$ cat config.mk
export PLATFORM = sky130hd
export DESIGN_NAME = branch_predict_unit
export DESIGN_NICKNAME = d
export VERILOG_FILES = /design/src/rtl/branch_predict_pkg.sv /design/src/rtl/branch_predict_unit_sat_counter.sv /design/src/rtl/branch_predict_unit.sv
export SDC_FILE = /design/constraint.sdc
export NUM_CORES = 2
export LEC_CHECK = 0
export CAP_MARGIN = 10
export CORE_MARGIN = 5
export CORE_UTILIZATION = 40
export CTS_CLUSTER_SIZE = 25
export DETAILED_ROUTE_END_ITERATION = 8
export GPL_ROUTABILITY_DRIVEN = 0
export GPL_TIMING_DRIVEN = 0
export PLACE_DENSITY = 0.6
export SLEW_MARGIN = 20
export SYNTH_ARGS = -nofsm -noshare
export SYNTH_HDL_FRONTEND = slang
export SYNTH_SLANG_ARGS = --single-unit
$ cat constraint.sdc
create_clock -name clk -period 56.5 [get_ports clk]
set_input_delay 11.3 -clock clk [delete_from_list [all_inputs] [get_ports clk]]
set_output_delay 11.3 -clock clk [all_outputs]
set_load 0.01 [all_outputs]
$ cat src/rtl/branch_predict_pkg.sv
// Shared types, counter constants and index/tag width helpers
// for the fetch-stage branch predictor.
package branch_predict_pkg;

    localparam int CTR_W_MAX = 4;

    // Fields are sized for the widest legal configuration; upper bits stay zero.
    typedef struct packed {
        logic                 valid;
        logic [31:0]          tag;
        logic [CTR_W_MAX-1:0] ctr;
        logic [31:0]          target;
    } bp_entry_t;

    function automatic int idx_w(input int entries);
        return $clog2(entries);
    endfunction

    function automatic int tag_w(input int pc_w, input int entries);
        return pc_w - $clog2(entries) - 2;
    endfunction

    function automatic logic [CTR_W_MAX-1:0] ctr_max(input int w);
        return CTR_W_MAX'((1 << w) - 1);
    endfunction

    function automatic logic [CTR_W_MAX-1:0] ctr_weak_t(input int w);
        return CTR_W_MAX'(1 << (w - 1));
    endfunction

    function automatic logic [CTR_W_MAX-1:0] ctr_weak_nt(input int w);
        return CTR_W_MAX'((1 << (w - 1)) - 1);
    endfunction

endpackage

$ cat src/rtl/branch_predict_unit_sat_counter.sv
// Saturating-counter next state for one predictor entry.
// Jumps force max; fresh branch allocations start weakly taken.
module sat_counter
    import branch_predict_pkg::*;
#(
    parameter int CTR_W = 2
) (
    input  logic [CTR_W-1:0] ctr_i,
    input  logic             hit_i,
    input  logic             jal_i,
    input  logic             taken_i,
    output logic [CTR_W-1:0] ctr_o
);

    localparam logic [CTR_W-1:0] MAX  = CTR_W'(ctr_max(CTR_W));
    localparam logic [CTR_W-1:0] WEAK = CTR_W'(ctr_weak_t(CTR_W));

    always_comb begin
        ctr_o = ctr_i;
        if (jal_i) begin
            ctr_o = MAX;
        end else if (!hit_i) begin
            ctr_o = WEAK;
        end else if (taken_i) begin
            if (ctr_i != MAX) ctr_o = ctr_i + 1'b1;
        end else begin
            if (ctr_i != '0) ctr_o = ctr_i - 1'b1;
        end
    end

endmodule

$ cat src/rtl/branch_predict_unit.sv
// Direct-mapped branch predictor with EX-stage resolution,
// fetch redirect, halt hold and saturating statistics.
module branch_predict_unit
    import branch_predict_pkg::*;
#(
    parameter int PC_W    = 9,
    parameter int ENTRIES = 16,
    parameter int CTR_W   = 2
) (
    input  logic            clk,
    input  logic            reset,
    input  logic [PC_W-1:0] if_pc,
    output logic            pred_taken,
    output logic [31:0]     pred_target,
    input  logic            ex_valid,
    input  logic [PC_W-1:0] ex_pc,
    input  logic            ex_branch,
    input  logic            ex_jal,
    input  logic            ex_taken,
    input  logic [31:0]     ex_target,
    input  logic            ex_pred_taken,
    input  logic [31:0]     ex_pred_target,
    input  logic            halt,
    output logic            pc_sel,
    output logic [31:0]     redirect_pc,
    output logic [15:0]     br_count,
    output logic [15:0]     mis_count
);

    localparam int IW = idx_w(ENTRIES);
    localparam logic [CTR_W_MAX-1:0] WEAK_T  = ctr_weak_t(CTR_W);
    localparam logic [CTR_W_MAX-1:0] WEAK_NT = ctr_weak_nt(CTR_W);

    bp_entry_t   tbl_q [ENTRIES];
    bp_entry_t   ent_d;
    logic [15:0] br_q, br_d, mis_q, mis_d;

    logic [IW-1:0]    if_idx, ex_idx;
    logic [31:0]      if_tag, ex_tag, if_pc32, ex_pc32;
    logic             look_hit, ex_hit, resolve, actual, mispred, wr_en;
    logic [CTR_W-1:0] ctr_nxt;

    assign if_idx  = if_pc[IW+1:2];
    assign ex_idx  = ex_pc[IW+1:2];
    assign if_tag  = 32'(if_pc[PC_W-1:IW+2]);
    assign ex_tag  = 32'(ex_pc[PC_W-1:IW+2]);
    assign if_pc32 = 32'(if_pc);
    assign ex_pc32 = 32'(ex_pc);

    // Counter MSB set is equivalent to ctr >= weakly-taken.
    assign look_hit = tbl_q[if_idx].valid
                   && tbl_q[if_idx].tag == if_tag
                   && tbl_q[if_idx].ctr >= WEAK_T;

    assign pred_taken  = !reset && look_hit;
    assign pred_target = pred_taken ? tbl_q[if_idx].target : if_pc32 + 32'd4;

    assign resolve = ex_valid && (ex_branch || ex_jal) && !halt;
    assign actual  = ex_jal || (ex_branch && ex_taken);
    assign mispred = resolve && (actual != ex_pred_taken
                  || (actual && ex_target != ex_pred_target));
    assign ex_hit  = tbl_q[ex_idx].valid && tbl_q[ex_idx].tag == ex_tag;
    assign wr_en   = resolve && (actual || ex_hit);

    always_comb begin
        pc_sel      = 1'b0;
        redirect_pc = '0;
        if (reset) begin
            pc_sel      = 1'b0;
            redirect_pc = '0;
        end else if (halt) begin
            pc_sel      = 1'b1;
            redirect_pc = ex_pc32;
        end else if (mispred) begin
            pc_sel      = 1'b1;
            redirect_pc = actual ? ex_target : ex_pc32 + 32'd4;
        end
    end

    sat_counter #(
        .CTR_W (CTR_W)
    ) u_ctr (
        .ctr_i   (tbl_q[ex_idx].ctr[CTR_W-1:0]),
        .hit_i   (ex_hit),
        .jal_i   (ex_jal),
        .taken_i (actual),
        .ctr_o   (ctr_nxt)
    );

    always_comb begin
        ent_d        = tbl_q[ex_idx];
        ent_d.valid  = 1'b1;
        ent_d.tag    = ex_tag;
        ent_d.ctr    = CTR_W_MAX'(ctr_nxt);
        if (actual) ent_d.target = ex_target;
        br_d  = (resolve && br_q != 16'hFFFF) ? br_q + 16'd1 : br_q;
        mis_d = (mispred && mis_q != 16'hFFFF) ? mis_q + 16'd1 : mis_q;
    end

    always_ff @(posedge clk or posedge reset) begin
        if (reset) begin
            for (int i = 0; i < ENTRIES; i++) begin
                tbl_q[i].valid  <= 1'b0;
                tbl_q[i].tag    <= '0;
                tbl_q[i].ctr    <= WEAK_NT;
                tbl_q[i].target <= '0;
            end
            br_q  <= '0;
            mis_q <= '0;
        end else begin
            if (wr_en) tbl_q[ex_idx] <= ent_d;
            br_q  <= br_d;
            mis_q <= mis_d;
        end
    end

    assign br_count  = br_q;
    assign mis_count = mis_q;

endmodule

==> key figures <==
Timing
  – RSZ-0062 raised after global routing: false
  – Skew final: 0.0236 ns
  – Hold Fails Final Rpt: 0
  – Maximum operating frequency: between 30 and 40 MHz
  – Min cycle time layout: 28.39 ns
  – Post-route setup TNS: 0 ns
  – Slew HR: 0.131
  – Setup ws final: between 20 and 30 ns
  – Crit share post-route: 0.502
  – # setup viols final: 0
  – Final Slew Violations: 0
  – Slew @ Worst Pin: 1.30 ns

Synthesis
  – Syn nets: 2385
  – Mean Syn Cell Area: 15.6 µm²
  – Yosys top cell by area: dfrtp_1
  – Number of synthesized register bits: 640
  – Number of synthesized flops with an enable pin: 0
  – Share of the synthesized area in the top cell type: 0.437
  – Synth Area in Compound Gates: 0.0106
  – Area contributors post-synth: dfrtp_1 (44%), mux4_2 (22%), mux2_2 (13%), mux2_4 (8.0%), nand2_1 (1.4%)
  – Xor/xnor share of the synthesized area: 0.0169
  – Proportion of synthesized area in mux cells: 0.441
  – Synth Area in Simple Gates: 0.0447
  – Mapped Cells: 2288
  – Post-synthesis sequential area ratio: 0.449
  – Synth warn: 0
  – Area share of fa/ha/maj cells after synthesis: 0.00330
  – Largest family of logic cells by synthesized area: multiplexers
  – Synthesized cell area: 35700 µm²
  – Post-synth cell types: 54
  – Share of flip-flops with an asynchronous set or reset: 1.00
  – Primary FF master, synth: dfrtp_1

Layout
  – Area Overhead vs Synth: 16.5%
  – Post-Layout Inst Area: between 40000 and 50000 µm²
  – Reg area: approximately 16000 µm²
  – Filler Cells Inserted: 7571
  – Area of the multi-input gates: around 18000 µm²
  – Nets@finish: between 2000 and 3000
  – Layout cells sized above 1: 0.472

Floorplan
  – Die W: 309 µm
  – Cell Rows: 109
  – Die Ht: roughly 300 µm
  – Die area: 95300 µm²
  – IO Count: between 150 and 200
  – Initial Utilization: 0.403
  – Core Box Area: 88500 µm²

Detailed routing
  – Via count: around 23000
  – DRT iter0 DRCs: 2177
  – Total Wirelength: 121 mm
  – Antenna-violating nets left: 0
  – Via density: a little over 6
  – DR pass1 iterations: 5
  – Avg WL per Cell: 32.1 µm
  – DRC viols: 0

Run status
  – Status: completed

Global routing
  – First-pass GRT wire length: 176 mm
  – Initial antenna violation count: 7
  – Vias in the first global route: 24800
  – Total grt overflow: 0
  – Pin count of the biggest net entering global routing: 109
  – Total track usage: 0.253

Min path
  – Hold/Removal Path Class: flop to flop

Pwr
  – Overall Power: approximately 1.3 mW
  – Max VDD drop: 21.1 µV
  – Logic pwr share: 0.187
  – Sw Share: 0.272
  – Sw Pwr: 0.347 mW
  – LEAKAGE: 18.8 nW
  – Power share of the sequential group: 0.440
  – Clock power frac: 0.373
  – Internal power: 0.928 mW
  – PwrDens: between 30 and 40 nW/µm²

Clock network
  – Setup bufs post-CTS: 0
  – Worst skew pair latency: 0.63 ns
  – H-Tree Depth: 3
  – Num CTS Buffers: 75
  – Clock transition at path regs: 0.05 ns
  – CTS tree: done
  – CTS Sinks: 640
  – Maximum root-to-sink buffer count: 3
  – Post-cts hold buffer count: 0
  – CTS Root Cell: clkbuf_16
  – Resized Gates After CTS: 0

Critical path
  – Worst EP required: 45.20 ns
  – Buf/Inv on CP: 8
  – Largest stage delay, worst path: ~0.97 ns
  – CP top delay family: buffers and inverters
  – Worst EP arrival: approximately 17 ns
  – CP max-delay cell: clkbuf_1
  – Critical path endpoint category: output port
  – CP cell instances: clkdlybuf4s50_1 > buf_2 > buf_2 > clkbuf_1 > buf_2 > clkbuf_1 > clkbuf_1 > mux4_2 > mux4_2 > nor2b_1 > clkdlybuf4s50_1
  – CP Max Fanout: 10
  – Worst Setup Start Kind: input pin
  – Setup CP Type: input pin to output port

Placement
  – Dpl hpwl: 82.0 mm
  – PortBufs: around 190
  – Dpl cell area: just under 40000 µm²
  – Post-Place Setup Slack: 28.24 ns

Job
  – Max Cap Viol: 0
area by class of cell:
cell class / count / share of cell area
sequential: 640 / 0.386
clock inverter: 16 / 0.00343
clock buffer: 115 / 0.0529
antenna: 1 / 0.0000602
multi-input combinational: 1418 / 0.444
tap: 1165 / 0.0351
buffer: 212 / 0.0284
timing repair buffer: 192 / 0.0489
inverter: 18 / 0.00181
cells in the final DEF, fill, tap and decap left out, types with 9 or more instances in the layout:
cell type	count
clkbuf_2	12
mux2i_1	16
clkbuf_16	77
clkbuf_8	13
and2_1	25
nand4_2	10
mux4_2	356
clkinv_2	10
inv_1	16
nor3_1	12
nand2b_1	18
buf_2	72
clkbuf_1	103
dfstp_2	16
nand4_1	20
xnor2_1	55
buf_1	9
nor2b_1	25
clkdlybuf4s50_1	185
xor2_1	14
nand3_1	26
nor2_1	19
o21ai_0	17
dfrtp_1	624
a21oi_1	11
mux2_4	190
buf_6	33
mux2_2	416
nand2_1	129
Yosys cell counts (all sizes together), types with 11 or more instances:
cell / number
dfrtp: 624
mux2: 606
mux4: 357
nand2: 129
buf: 125
clkbuf: 87
xnor2: 55
nand4: 30
nand3: 26
and2: 25
nor2b: 25
nor2: 19
nand2b: 18
inv: 17
o21ai: 17
dfstp: 16
mux2i: 16
xor2: 14
nor3: 12
a21oi: 11
stage by stage:
stage | hold slack [ns] | std cells | utilization
final | 0.483 | 3777 | 0.470
after global routing | 0.498 | 3776 | 0.470
after CTS | 0.492 | 3776 | 0.470
after detailed placement | 0.474 | 3645 | 0.443
after global placement | 0.476 | 3638 | 0.441
after floorplan | 0.452 | 2288 | -
worst paths after layout:
check	start	to	slack, ns	cells past startpoint
max	if_pc[3]	pred_target[27]	28.12	11
min	br_count[11]	br_count[11]	0.48	1
max reg2reg	tbl_q[105]	tbl_q[772]	52.71	9
min reg2reg	br_count[11]	br_count[11]	0.48	1
max in group asynchronous	reset	mis_count[13]	43.43	5
min in group asynchronous	reset	tbl_q[556]	11.13	2
logic make-up after synthesis:
kind of cell / count (synthesis)
muxes: 979
and+or+nand+nor: 308
AOI/OAI and AO/OA: 52
adders and majority gates: 10
xor gates and xnor gates: 69
DFF: 640
buffers and inverters: 230
flip-flops by register name, summed over array words and instances, names as in the netlist:
name       count
mis_count     16
br_count      16
tbl_q        608
layer usage:
layer	up-vias	wire (µm)	GRT usage	share of wire
met2	1116	56400	0.403	0.47
met1	12400	48500	0.336	0.40
met5	-	35	0	0.00029
met3	292	10900	0.0650	0.090
li1	9284	-	-	-
met4	6	5400	0.102	0.045
power by group through the flow:
stage	combinational, mW	sequential [mW]	clock [mW]
floorplan	0.167	0.555	0
global placement	0.231	0.562	0
detailed placement	0.238	0.567	0
CTS	0.239	0.559	0.482
global route	0.254	0.568	0.501
finish	0.239	0.561	0.475
Power figures use the tool's default switching activity.
